[src/rtl/dmem_pkg.sv]
// -----------------------------------------------------------------------------
// dmem_pkg
// Shared types and helpers for the data-memory arbiter slice.
//   size_t          : access size encoding used by both requesters
//   MEM_TOP_DEFAULT : highest valid byte address of the data RAM
//   size_bytes()    : number of bytes touched by an access of a given size
// -----------------------------------------------------------------------------
package dmem_pkg;

  typedef enum logic [1:0] {
    SZ_BYTE = 2'b00,
    SZ_HALF = 2'b01,
    SZ_WORD = 2'b10,
    SZ_ILL  = 2'b11
  } size_t;

  localparam logic [31:0] MEM_TOP_DEFAULT = 32'h0001_FFFF;

  // Illegal size is reported as 4 bytes; it is flagged as an error anyway,
  // so the value only has to keep the bounds arithmetic well defined.
  function automatic logic [2:0] size_bytes(input size_t sz);
    logic [2:0] n;
    case (sz)
      SZ_BYTE: n = 3'd1;
      SZ_HALF: n = 3'd2;
      SZ_WORD: n = 3'd4;
      default: n = 3'd4;
    endcase
    return n;
  endfunction

endpackage

[src/rtl/dmem_rr_arb.sv]
// -----------------------------------------------------------------------------
// dmem_rr_arb
// Two-way round-robin arbiter with a bounded burst lock for requester 1.
// Ports:
//   clk, rst   : clock, synchronous active-high reset
//   req[1:0]   : request per requester
//   lock[1:0]  : burst lock, only bit 1 is honoured
//   gnt[1:0]   : one-hot (or zero) combinational grant, forced to zero in reset
// -----------------------------------------------------------------------------
module dmem_rr_arb
  import dmem_pkg::*;
#(
  parameter int MAX_BURST = 4
) (
  input  logic       clk,
  input  logic       rst,
  input  logic [1:0] req,
  input  logic [1:0] lock,
  output logic [1:0] gnt
);

  localparam int CNT_W = $clog2(MAX_BURST + 1);
  localparam logic [CNT_W-1:0] MAX_CNT = CNT_W'(MAX_BURST);

  logic             last_owner_r;
  logic             locked_r;
  logic [CNT_W-1:0] burst_cnt_r;
  logic [1:0]       gnt_s;
  logic             unused_lock_s;

  assign unused_lock_s = lock[0];

  // Grant selection: single requester wins, ties go round-robin unless
  // requester 1 holds a lock, which is broken once the burst budget is spent.
  always_comb begin
    gnt_s = 2'b00;
    if (rst) begin
      gnt_s = 2'b00;
    end else begin
      case (req)
        2'b01: gnt_s = 2'b01;
        2'b10: gnt_s = 2'b10;
        2'b11: begin
          if (locked_r && lock[1]) begin
            if (burst_cnt_r < MAX_CNT) begin
              gnt_s = 2'b10;
            end else begin
              gnt_s = 2'b01;
            end
          end else if (last_owner_r) begin
            gnt_s = 2'b01;
          end else begin
            gnt_s = 2'b10;
          end
        end
        default: gnt_s = 2'b00;
      endcase
    end
  end

  assign gnt = gnt_s;

  // Arbitration state: last owner, lock flag and burst counter. The counter
  // only advances while requester 0 is actually waiting.
  always_ff @(posedge clk) begin
    if (rst) begin
      last_owner_r <= 1'b1;
      locked_r     <= 1'b0;
      burst_cnt_r  <= {CNT_W{1'b0}};
    end else if (gnt_s[1]) begin
      last_owner_r <= 1'b1;
      if (lock[1]) begin
        locked_r <= 1'b1;
        if (req[0] && (burst_cnt_r < MAX_CNT)) begin
          burst_cnt_r <= burst_cnt_r + CNT_W'(1);
        end else begin
          burst_cnt_r <= burst_cnt_r;
        end
      end else begin
        locked_r    <= 1'b0;
        burst_cnt_r <= {CNT_W{1'b0}};
      end
    end else if (gnt_s[0]) begin
      last_owner_r <= 1'b0;
      locked_r     <= 1'b0;
      burst_cnt_r  <= {CNT_W{1'b0}};
    end else begin
      last_owner_r <= last_owner_r;
      locked_r     <= 1'b0;
      burst_cnt_r  <= {CNT_W{1'b0}};
    end
  end

endmodule

[src/rtl/dmem_arbiter.sv]
// -----------------------------------------------------------------------------
// dmem_arbiter
// Shares one byte-addressable data RAM port between the CPU load/store unit
// (requester 0) and the DMA/loader (requester 1).
// Ports:
//   clk, rst          : clock, synchronous active-high reset
//   req_i/lock_i/we_i : per-requester request, burst lock (bit 1 only), store
//   size_i/addr_i/wdata_i : per-requester access size, byte address, store data
//   gnt_o             : combinational one-hot grant; access happens that cycle
//   rvalid_o/rdata_o  : registered load response, one cycle after the grant
//   err_o             : grant-cycle pulse for illegal size or out-of-range access
//   ram_a/ram_wd/ram_sw/ram_sh/ram_sb : RAM address, write data, store strobes
//   ram_rd            : combinational RAM read data
// -----------------------------------------------------------------------------
module dmem_arbiter
  import dmem_pkg::*;
#(
  parameter int                        ADDRESS_LENGTH = 32,
  parameter logic [ADDRESS_LENGTH-1:0] MEM_TOP        = ADDRESS_LENGTH'(MEM_TOP_DEFAULT),
  parameter int                        MAX_BURST      = 4
) (
  input  logic                           clk,
  input  logic                           rst,
  input  logic [1:0]                     req_i,
  input  logic [1:0]                     lock_i,
  input  logic [1:0]                     we_i,
  input  logic [1:0][1:0]                size_i,
  input  logic [1:0][ADDRESS_LENGTH-1:0] addr_i,
  input  logic [1:0][ADDRESS_LENGTH-1:0] wdata_i,
  output logic [1:0]                     gnt_o,
  output logic [1:0]                     rvalid_o,
  output logic [ADDRESS_LENGTH-1:0]      rdata_o,
  output logic [1:0]                     err_o,
  output logic [ADDRESS_LENGTH-1:0]      ram_a,
  output logic [ADDRESS_LENGTH-1:0]      ram_wd,
  output logic                           ram_sw,
  output logic                           ram_sh,
  output logic                           ram_sb,
  input  logic [ADDRESS_LENGTH-1:0]      ram_rd
);

  localparam int AW1 = ADDRESS_LENGTH + 1;

  logic [1:0]                gnt_s;
  logic                      any_s;
  logic                      we_s;
  size_t                     size_s;
  logic [ADDRESS_LENGTH-1:0] addr_s;
  logic [ADDRESS_LENGTH-1:0] wdata_s;
  logic [AW1-1:0]            last_byte_s;
  logic                      err_s;
  logic                      store_ok_s;
  logic [1:0]                rvalid_r;
  logic [ADDRESS_LENGTH-1:0] rdata_r;

  dmem_rr_arb #(
    .MAX_BURST (MAX_BURST)
  ) u_arb (
    .clk  (clk),
    .rst  (rst),
    .req  (req_i),
    .lock (lock_i),
    .gnt  (gnt_s)
  );

  assign any_s = |gnt_s;

  // Winner operand mux; requester 0 fields are used when nobody is granted,
  // which is harmless because every consumer is qualified by any_s.
  always_comb begin
    if (gnt_s[1]) begin
      we_s    = we_i[1];
      size_s  = size_t'(size_i[1]);
      addr_s  = addr_i[1];
      wdata_s = wdata_i[1];
    end else begin
      we_s    = we_i[0];
      size_s  = size_t'(size_i[0]);
      addr_s  = addr_i[0];
      wdata_s = wdata_i[0];
    end
  end

  // Bounds check in one extra bit so an access wrapping past the top of the
  // address space is seen as out of range rather than as a small address.
  assign last_byte_s = {1'b0, addr_s} + AW1'(size_bytes(size_s)) - AW1'(1);
  assign err_s       = any_s && ((size_s == SZ_ILL) || (last_byte_s > {1'b0, MEM_TOP}));
  assign store_ok_s  = any_s && we_s && !err_s;
  assign err_o       = gnt_s & {2{err_s}};
  assign gnt_o       = gnt_s;

  // RAM address/data: winner's operands during a grant, zero when idle.
  always_comb begin
    if (any_s) begin
      ram_a  = addr_s;
      ram_wd = wdata_s;
    end else begin
      ram_a  = {ADDRESS_LENGTH{1'b0}};
      ram_wd = {ADDRESS_LENGTH{1'b0}};
    end
  end

  // Store strobes: exactly one for a legal store, none otherwise.
  always_comb begin
    ram_sw = 1'b0;
    ram_sh = 1'b0;
    ram_sb = 1'b0;
    case (size_s)
      SZ_BYTE: ram_sb = store_ok_s;
      SZ_HALF: ram_sh = store_ok_s;
      SZ_WORD: ram_sw = store_ok_s;
      default: begin
        ram_sw = 1'b0;
        ram_sh = 1'b0;
        ram_sb = 1'b0;
      end
    endcase
  end

  // Load response register: capture RAM data (or zero on error) at the end
  // of a load's grant cycle; rdata holds between loads.
  always_ff @(posedge clk) begin
    if (rst) begin
      rvalid_r <= 2'b00;
      rdata_r  <= {ADDRESS_LENGTH{1'b0}};
    end else if (any_s && !we_s) begin
      rvalid_r <= gnt_s;
      rdata_r  <= err_s ? {ADDRESS_LENGTH{1'b0}} : ram_rd;
    end else begin
      rvalid_r <= 2'b00;
      rdata_r  <= rdata_r;
    end
  end

  // A response still pending when reset arrives is dropped immediately.
  assign rvalid_o = rvalid_r & {2{~rst}};
  assign rdata_o  = rdata_r;

endmodule

[config.mk]
export PLATFORM = sky130hd
export DESIGN_NAME = dmem_arbiter
export DESIGN_NICKNAME = d
export VERILOG_FILES = /design/src/rtl/dmem_pkg.sv /design/src/rtl/dmem_rr_arb.sv /design/src/rtl/dmem_arbiter.sv
export SDC_FILE = /design/constraint.sdc
export NUM_CORES = 1
export LEC_CHECK = 0
export ABC_AREA = 1
export CELL_PAD_IN_SITES_DETAIL_PLACEMENT = 0
export CELL_PAD_IN_SITES_GLOBAL_PLACEMENT = 1
export CORE_MARGIN = 3
export CORE_UTILIZATION = 23
export CTS_BUF_LIST = sky130_fd_sc_hd__clkbuf_4 sky130_fd_sc_hd__clkbuf_8
export DETAILED_ROUTE_END_ITERATION = 8
export MAX_ROUTING_LAYER = met4
export PLACE_DENSITY_LB_ADDON = 0.1
export SYNTH_ARGS = -nofsm -noshare
export SYNTH_HDL_FRONTEND = slang
export SYNTH_SLANG_ARGS = --single-unit
[constraint.sdc]
create_clock -name clk -period 4.8 [get_ports clk]
set_input_delay 0.96 -clock clk [delete_from_list [all_inputs] [get_ports clk]]
set_output_delay 0.96 -clock clk [all_outputs]
set_load 0.03 [all_outputs]
==> results of run 1 <==
==> cell usage in the layout (no fill, tap or decap), types with 4 or more instances in the layout <==
master / n
a21oi_1: 42
a21oi_2: 13
a22o_1: 31
buf_12: 5
buf_4: 180
buf_6: 7
clkbuf_8: 6
clkdlybuf4s50_1: 205
dfxtp_1: 39
ha_1: 4
ha_4: 30
inv_1: 105
inv_2: 28
nand2_1: 163
nand2_2: 61
nand2_4: 14
nand3_1: 22
nand3_2: 11
nand4_1: 40
nor2_1: 62
nor2_2: 28
nor2_4: 20
o21ai_0: 4
o21ai_1: 9
o21ai_2: 17
o21ai_4: 5
o21bai_1: 4
or2_2: 23
==> cell type report <==
| type | instances | share of cell area, % |
|---|---|---|
| Timing Repair Buffer | 403 | 37.0 |
| Multi-Input combinational cell | 631 | 45.1 |
| Antenna cell | 1 | 0.0254 |
| Clock buffer | 6 | 0.840 |
| Tap cell | 270 | 3.43 |
| Clock inverter | 2 | 0.356 |
| Inverter | 136 | 5.27 |
| Sequential cell | 39 | 7.94 |
==> critical path: cells and delay by family <==
kind	cells	cell delay (ns)
simple gates	21	1.77
buf+inv	8	0.63
fa+ha+maj	3	0.72
==> routing by layer <==
layer	vias to the layer above	track usage, %	share of wire, %
met4	0	2.27	0.83
met5	-	-	0
met2	130	29.2	48
met1	2888	24.0	47
met3	9	1.44	3.9
li1	3444	-	-
==> through the flow <==
stage	std cells	instance area (um^2)	worst slack [ns]	util, %	total power [mW]
CTS	1482	9340	-0.275	45.7	1.88
global route	1488	9840	-0.469	48.1	2.13
finish	1488	9840	-0.250	48.1	1.98
detailed placement	1464	8530	-1.01	41.7	1.44
floorplan	838	4890	-0.159	-	0.927
global placement	1464	8530	-0.958	41.7	1.44
==> cells in the mapped netlist, types with 4 or more instances <==
library cell | count | area, um^2
nand2_1 | 230 | 863
a21oi_1 | 57 | 285
dfxtp_1 | 39 | 781
buf_2 | 4 | 20.0
nor2_4 | 6 | 67.6
and2_1 | 4 | 25.0
nor2_2 | 15 | 93.8
inv_1 | 128 | 480
or2_2 | 24 | 150
buf_4 | 4 | 30.0
inv_2 | 7 | 26.3
o21ai_0 | 32 | 160
nand2_2 | 8 | 50.1
clkbuf_1 | 19 | 71.3
nand3_1 | 33 | 165
ha_1 | 35 | 438
nand4_1 | 40 | 250
nor2_1 | 89 | 334
o21bai_1 | 5 | 37.5
a22o_1 | 31 | 272
==> worst max-delay path by stage <==
stage | startpoint | to | slack (ns) | depth (start not counted)
after floorplan | rst | ram_sb | -0.16 | 25
after global placement | lock_i[1] | ram_sb | -0.96 | 26
after detailed placement | lock_i[1] | ram_sh | -1.01 | 26
after CTS | lock_i[1] | ram_sh | -0.27 | 28
after global routing | lock_i[1] | ram_sh | -0.47 | 32
final | lock_i[1] | ram_sh | -0.25 | 32
==> flip-flops by register name, indices dropped and copies added (netlist names) <==
name and flops:
rdata_o 32, rvalid_r 2, u_arb.burst_cnt_r 3, u_arb.last_owner_r 1, u_arb.locked_r 1
==> power by group <==
group          switching [mW]  total (mW)  internal (mW)
registers            0.000998       0.326          0.325
logic                   0.718        1.37          0.653
clock network           0.118       0.286          0.168
==> kinds of logic (layout without fill, tap and decap cells) <==
family	count (synthesis)	count (layout)	share of synthesized area, %
and+or+nand+nor	460	460	43.1
buffers and inverters	168	547	13.9
AOI/OAI and AO/OA	131	131	16.5
DFF	39	39	16.2
adders and majority gates	36	36	9.48
muxes	3	3	0.622
xor gates and xnor gates	1	1	0.181
other	0	1	0
==> timing repair <==
item,4_1_cts,5_1_grt
pin swaps,44,69
endpoints found under the setup margin,5,5
buffers inserted,10,5
endpoints found under the hold margin,0,0
resized for setup,170,133
cloned,0,0
==> flow_summary.json, run 1 <==
{
  "grt_pass1_vias": 6140,
  "clk_pin_slew_ns": 0.07,
  "crit_fanout": 7,
  "grt_pass1_wl_um": 31900,
  "synth_area_per_cell_um2": 5.76,
  "ir_worst_vdd_uv": 85.2,
  "slew_headroom_pct": 60.0,
  "wl_um": 21200,
  "ant_nets": 0,
  "clock_skew_ns": 0.00638,
  "power_density_nw_per_um2": 202,
  "ioPinCount": 277,
  "reg2reg_from": "u_arb.locked_r$_SDFF_PP0_",
  "coreArea_um2": 20400,
  "hold_start": "rdata_o[28]$_SDFFE_PP0P_",
  "setup_slack_ns": -0.250,
  "required_ns": 3.84,
  "multi_input_area_um2": 4440,
  "holdPathStages": 2,
  "clk_latency_ns": 0.29,
  "routedWlPerCell_um": 14.3,
  "cts-root-buf": "clkbuf_8",
  "ctsLongestPathBuffers": 2,
  "synth_cell_types": 36,
  "slew_violations": 0,
  "final.fill_count": 2165,
  "gp_congestion": 0.867,
  "dpl.hpwl_um": 17100,
  "grt_max_degree": 37,
  "r2r_end": "rdata_o[12]$_SDFFE_PP0P_",
  "reg2reg_depth": 28,
  "maxCapViolations": 0,
  "synth_warnings": 0,
  "first_iter_violations": 161,
  "via_per_inst": 4.35,
  "track_usage_pct": 17.6,
  "crit_path_start_kind": "primary input",
  "crit_top_cell": "nand2_2",
  "async_flop_share_pct": 0,
  "synthCells": 838,
  "netlist_area_um2": 4830,
  "total_leakage_power_nw": 4.42,
  "fp.dieW_um": 151,
  "hold_end": "rdata_o[28]$_SDFFE_PP0P_",
  "htree_levels": 2,
  "antenna_found_initial": 1,
  "syn-num-nets": 1046,
  "r2r_slack_ns": 1.11,
  "io_buffer_count": 275,
  "cp.arrival_ns": 4.09,
  "drive_above_1_share_pct": 39.0,
  "drc": 0,
  "tritoncts": "built",
  "fmax_mhz": 198,
  "initial_utilization_pct": 23.6,
  "rsz0062_at_grt": "yes",
  "min_period_ns": 5.05,
  "fp-row-count": 52,
  "synthToLayoutAreaGrowth_pct": 104,
  "cpMaxStageDelayCell": "fa_2",
  "ff_latch_area_um2": 781,
  "status": "complete, but fails checks",
  "via_count": 6471,
  "min_period_over_period_pct": 105,
  "finalHoldViolCount": 0,
  "hold_buffers": 0,
  "layout.nets": 1424,
  "finalSetupTns_ns": -1.11,
  "holdWs_ns": 0.464,
  "violations": "setup timing",
  "dieArea_um2": 22800,
  "seq_area_frac_synth_pct": 16.2,
  "cp_slowest_stage_delay_ns": 0.36,
  "critical_path_class": "primary input to output pin",
  "gr-total-overflow": 0,
  "crit_path_end_kind": "output pin",
  "ys.flop_type": "dfxtp_1",
  "drtPass1Iterations": 4,
  "worst_pin_slew_ns": 0.599,
  "synth_edf_count": 0,
  "setup_viol": 5,
  "cts_buffers": 5,
  "cts.sinks": 39,
  "ys_seq_elements": 39,
  "dieHeight_um": 151,
  "hold_path_class": "register to register"
}
(Power assumes the default switching activity.)
==> run 2, diff against run 1 <==
Settings changed: CORE_ASPECT_RATIO set to 0.7.
==> run 2 against run 1 <==
  * The flow still finishes with violations (setup timing)
  * Cell count increased by 0.47%
  * Wire length shrank 0.35%
  * Critical path depth decreased by 3
  * Total power fell by 7.1%
  * Setup slack worse by 0.060 ns
  * Die area up 0.12%
  * First-iteration DRC count increased by 65%
  * Register-to-register slack got worse by 0.08 ns
  * Clock-buffer cell count is the same
  * Critical path type unchanged
  * Largest power group unchanged
==> flow_summary.json, run 2 (synthesized netlist as in run 1, its figures left out) <==
{
  "io_buffer_count": 275,
  "required_ns": 3.84,
  "htree_levels": 2,
  "ant_nets": 0,
  "worst_pin_slew_ns": 0.613,
  "fmax_mhz": 196,
  "clock_skew_ns": 0.00587,
  "dieHeight_um": 127,
  "largest_reg_flops": 32,
  "crit_fanout": 8,
  "fp.dieW_um": 179,
  "cp_slowest_stage_delay_ns": 0.36,
  "ir_worst_vdd_uv": 81.8,
  "layout_common_cells": "clkdlybuf4s50_1, nand2_1, buf_4",
  "status": "complete, but fails checks",
  "hold_path_class": "register to register",
  "synthToLayoutAreaGrowth_pct": 95.8,
  "dieArea_um2": 22800,
  "setup_slack_ns": -0.310,
  "crit_path_end_kind": "output pin",
  "first_iter_violations": 266,
  "cpMaxStageDelayCell": "fa_2",
  "drive_above_1_share_pct": 32.5,
  "track_usage_pct": 18.1,
  "grt_pass1_vias": 6295,
  "cts.sinks": 39,
  "slew_violations": 0,
  "min_period_ns": 5.11,
  "grt_max_degree": 37,
  "wl_um": 21100,
  "finalHoldViolCount": 0,
  "clk_latency_ns": 0.30,
  "critical_path_class": "primary input to output pin",
  "grt_pass1_wl_um": 32600,
  "reg2reg_from": "u_arb.locked_r$_SDFF_PP0_",
  "min_period_over_period_pct": 106,
  "final.fill_count": 2166,
  "clk_pin_slew_ns": 0.08,
  "cp.arrival_ns": 4.15,
  "critPathLaunch": "lock_i[1]",
  "stdcell_area_um2": 9460,
  "diodes": 0,
  "gp_congestion": 0.901,
  "initial_utilization_pct": 23.9,
  "r2r_end": "rdata_o[22]$_SDFFE_PP0P_",
  "slew_headroom_pct": 59.0,
  "reg2reg_depth": 28,
  "fp-row-count": 43,
  "r2r_slack_ns": 1.03,
  "hold_buffers": 0,
  "via_count": 6519,
  "total_leakage_power_nw": 4.34,
  "setup_viol": 5,
  "cts-root-buf": "clkbuf_8",
  "dpl.hpwl_um": 17300,
  "drtPass1Iterations": 4,
  "crit_top_cell": "nand2_2",
  "cts_buffers": 5,
  "coreArea_um2": 20200,
  "power_mw": 1.84,
  "finalSetupTns_ns": -1.46,
  "layout.nets": 1432,
  "via_per_inst": 4.36,
  "ctsLongestPathBuffers": 2,
  "violations": "setup timing",
  "gr-total-overflow": 0,
  "crit_path_start_kind": "primary input",
  "cp-endpoint": "ram_sw",
  "pre_cts_slack_ns": -1.02,
  "drc": 0,
  "antenna_found_initial": 0,
  "tritoncts": "built",
  "rsz0062_at_grt": "yes",
  "power_density_nw_per_um2": 195,
  "final_common_cell": "clkdlybuf4s50_1",
  "holdPathStages": 2,
  "ioPinCount": 277,
  "routedWlPerCell_um": 14.1,
  "dpl_cell_area_um2": 8590,
  "maxCapViolations": 0
}
[run 2: changes by cell type in the layout (fill, tap and decap cells not counted), moves of 10 or more]
cell	previous run	this run
nand2_4	14	1
inv_2	28	14
nand2_1	163	201
inv_1	105	119
nand2_2	61	35
nor2_1	62	72
[run 2: what timing repair did]
item | in CTS | in global routing
buffers inserted | 12 | 2
setup endpoints to repair | 5 | 5
gates resized for setup | 143 | 45
pin swaps | 27 | 21
[run 2: worst min path at each step]
stage	endpoint	slack, ns	startpoint
after floorplan	u_arb.burst_cnt_r[1]$_SDFFE_PP0P_	0.44	u_arb.burst_cnt_r[1]$_SDFFE_PP0P_
after CTS	rdata_o[11]$_SDFFE_PP0P_	0.47	rdata_o[11]$_SDFFE_PP0P_
after global routing	rdata_o[21]$_SDFFE_PP0P_	0.49	rdata_o[21]$_SDFFE_PP0P_
after detailed placement	rdata_o[19]$_SDFFE_PP0P_	0.46	rdata_o[19]$_SDFFE_PP0P_
final	rdata_o[15]$_SDFFE_PP0P_	0.46	rdata_o[15]$_SDFFE_PP0P_
after global placement	rdata_o[12]$_SDFFE_PP0P_	0.45	rdata_o[12]$_SDFFE_PP0P_
[run 2: layer usage]
layer	wire, um	track usage, %	vias to the layer above	part of all wire (%)
li1	-	-	3451	-
met1	10900	26.8	2869	52
met2	8750	26.5	185	41
met3	1300	2.97	14	6.1
met4	195	2.27	0	0.92
met5	0	-	-	0
[run 2: through the flow]
| stage | instances | hold slack [ns] | utilization [%] |
|---|---|---|---|
| floorplan | 838 | 0.443 | - |
| global placement | 1473 | 0.452 | 42.5 |
| detailed placement | 1473 | 0.455 | 42.5 |
| CTS | 1493 | 0.467 | 45.7 |
| global route | 1495 | 0.486 | 46.8 |
| finish | 1495 | 0.464 | 46.8 |
[run 2: layout make-up]
type	instances	area (um^2)	area share (%)
tap	270	338	3.57
clock buffer	6	76.3	0.807
inverter	136	515	5.45
timing repair buffer	411	3700	39.2
clock inverter	2	12.5	0.132
sequential	39	781	8.26
multi-input combinational	631	4030	42.6
[run 2: critical path: cells and delay by family]
family,cells,cell delay (ns)
buffers and inverters,6,0.53
and+or+nand+nor,19,1.74
AOI/OAI and AO/OA,1,0.20
adders and majority gates,3,0.72
[run 2: report_power, final]
part	internal, mW	leakage (nW)	switching [mW]	total (mW)
logic	0.614	3.98	0.676	1.29
clock network	0.107	0.0446	0.119	0.227
registers	0.325	0.315	0.00102	0.326
total	1.05	4.34	0.797	1.84
==> run 3, diff against run 2 <==
Settings changed: CORE_UTILIZATION 23 to 24, SYNTH_HIERARCHICAL set to 1.
==> run 3 against run 2 <==
  * The flow still finishes with violations (setup timing)
  * Via count is 8.1% higher
  * Clock skew is 0.00070 ns higher
  * Synthesized cell count is 16% higher
  * Area after synthesis is 13% higher
  * Clock power is 32% higher
  * Cell area is 6.5% higher
  * Global-route usage is 0.80 points higher
  * Cell count is 12% higher
  * Wire length is 13% higher
  * Maximum frequency is 8.4% lower
  * Hold slack better by 0.010 ns
==> flow_summary.json, run 3 <==
{
  "tritoncts": "built",
  "yosys-top-cells-count": "nand2_1, inv_1, nor2_1",
  "crit_top_cell": "buf_4",
  "htree_levels": 2,
  "layout.nets": 1576,
  "layout_common_cells": "nand2_1, clkdlybuf4s50_1, buf_4",
  "io_buffer_count": 275,
  "synthCells": 971,
  "cp_slowest_stage_delay_ns": 0.23,
  "dieArea_um2": 24600,
  "synthToLayoutAreaGrowth_pct": 84.4,
  "largest_reg_flops": 32,
  "ys.flop_type": "dfxtp_1",
  "maxCapViolations": 0,
  "first_iter_violations": 294,
  "setup_viol": 5,
  "cts_buffers": 5,
  "min_period_over_period_pct": 116,
  "power_density_nw_per_um2": 187,
  "routedWlPerCell_um": 14.3,
  "synth_area_per_cell_um2": 5.63,
  "final.fill_count": 2339,
  "hold_path_class": "register to register",
  "ys_seq_elements": 39,
  "finalSetupTns_ns": -2.93,
  "stdcell_area_um2": 10100,
  "dpl.hpwl_um": 19500,
  "synth_area_leader_cell": "nand2_1",
  "drtPass1Iterations": 4,
  "via_count": 7049,
  "reg2reg_depth": 29,
  "ctsLongestPathBuffers": 2,
  "status": "complete, but fails checks",
  "cpMaxStageDelayCell": "o21ai_4",
  "slew_headroom_pct": 37.4,
  "synth.area.top_cells": "nand2_1, dfxtp_1, inv_1",
  "crit_path_start_kind": "primary input",
  "syn-num-nets": 1179,
  "drc": 0,
  "ioPinCount": 277,
  "worst_pin_slew_ns": 0.937,
  "dpl_cell_area_um2": 9350,
  "placed_cells": 1626,
  "netlist_area_um2": 5470,
  "grt_pass1_vias": 6822,
  "synth_cell_types": 40,
  "cts.sinks": 39,
  "crit_fanout": 5,
  "fp-row-count": 45,
  "drive_above_1_share_pct": 29.9,
  "antenna_found_initial": 1,
  "slew_violations": 0,
  "ant_nets": 0,
  "synth_edf_count": 0,
  "gp_congestion": 0.901,
  "fp.dieW_um": 186,
  "fmax_mhz": 179,
  "clk_pin_slew_ns": 0.08,
  "clk_latency_ns": 0.30,
  "critical_path_class": "primary input to output pin",
  "holdPathStages": 2,
  "initial_utilization_pct": 24.8,
  "total_leakage_power_nw": 4.91,
  "ir_worst_vdd_uv": 110,
  "layout.cells.non_filler": 1676,
  "coreArea_um2": 22000,
  "track_usage_pct": 18.9,
  "rsz0062_at_grt": "yes",
  "synth_top_area_share_pct": 22.3,
  "violations": "setup timing",
  "dieHeight_um": 132,
  "cp.arrival_ns": 4.62,
  "grt_pass1_wl_um": 36800,
  "cts-root-buf": "clkbuf_8",
  "finalHoldViolCount": 0,
  "async_flop_share_pct": 0,
  "clock_skew_ns": 0.00657,
  "crit_path_end_kind": "output pin",
  "via_per_inst": 4.21,
  "final_common_cell": "nand2_1",
  "synth_warnings": 6,
  "utilization_pct": 45.8,
  "setup_slack_ns": -0.780,
  "seq_area_frac_synth_pct": 14.3,
  "min_period_ns": 5.58,
  "wl_um": 23900,
  "synth_most_common_cell": "nand2_1",
  "required_ns": 3.84,
  "grt_max_degree": 40,
  "holdWs_ns": 0.474,
  "gr-total-overflow": 0
}
[run 3: cell count changes in the layout (fill, tap and decap cells not counted), sizes merged, moves of 25 or more]
| cell | delta |
|---|---|
| nand3 | +25 |
| inv | +46 |
| nand2 | +96 |
| a22o | -31 |
| o21ai | +33 |
| nand4 | -28 |
[run 3: critical path: cells and delay by family]
kind	cells	cell delay [ns]
simple gates	8	0.56
compound gates	1	0.23
buf+inv	23	2.86
[run 3: logic make-up (layout without fill, tap and decap cells)]
family                     after synthesis  count (layout)  synth area share (%)
and+or+nand+nor                        550             550                  46.5
buffers and inverters                  215             613                  16.1
xor gates and xnor gates                 1               1                 0.160
other                                    0               2                     0
DFF                                     39              39                  14.3
muxes                                    3               3                 0.549
AOI/OAI and AO/OA                      127             127                  14.1
adders and majority gates               36              36                  8.38
[run 3: final timing paths]
| path | start | endpoint | slack, ns |
|---|---|---|---|
| max | lock_i[1] | ram_sb | -0.78 |
| max reg2reg | u_arb/locked_r$_SDFF_PP0_ | rdata_o[24]$_SDFFE_PP0P_ | 0.61 |
| min | rdata_o[24]$_SDFFE_PP0P_ | rdata_o[24]$_SDFFE_PP0P_ | 0.47 |
| min reg2reg | rdata_o[24]$_SDFFE_PP0P_ | rdata_o[24]$_SDFFE_PP0P_ | 0.47 |
[run 3: cell type report]
class / instances / area, um^2 / share of cell area [%]
Clock inverter: 2 / 35.0 / 0.348
Inverter: 181 / 687 / 6.82
Tap cell: 305 / 382 / 3.79
Clock buffer: 6 / 82.6 / 0.819
Timing Repair inverter: 1 / 6.26 / 0.0621
Timing Repair Buffer: 423 / 3870 / 38.4
Multi-Input combinational cell: 717 / 4230 / 42.0
Antenna cell: 2 / 5.00 / 0.0497
Sequential cell: 39 / 781 / 7.75
[run 3: per-layer routing]
metal  wire length [um]  share of wire (%)  global-route usage [%]
met5                  0                  0                       -
met4                157               0.66                    1.68
met3               1470                6.1                    3.93
met2              10400                 43                    29.3
met1              11900                 50                    26.4
[run 3: report_power, final]
| group | internal (mW) | switching (mW) |
|---|---|---|
| clock | 0.169 | 0.131 |
| combinational | 0.581 | 0.678 |
| sequential | 0.325 | 0.00104 |
[run 3: repair_timing]
item	CTS	global route
setup endpoints to repair	57	37
cloned	2	0
setup buffers	31	8
hold buffers	0	0
resized for setup	82	32
pin swaps	19	11
[run 3: stage by stage]
| step | setup slack, ns | power [mW] |
|---|---|---|
| global route | -0.843 | 2.03 |
| floorplan | -0.646 | 0.962 |
| global placement | -1.44 | 1.50 |
| CTS | -0.611 | 1.86 |
| finish | -0.780 | 1.88 |
| detailed placement | -1.52 | 1.49 |
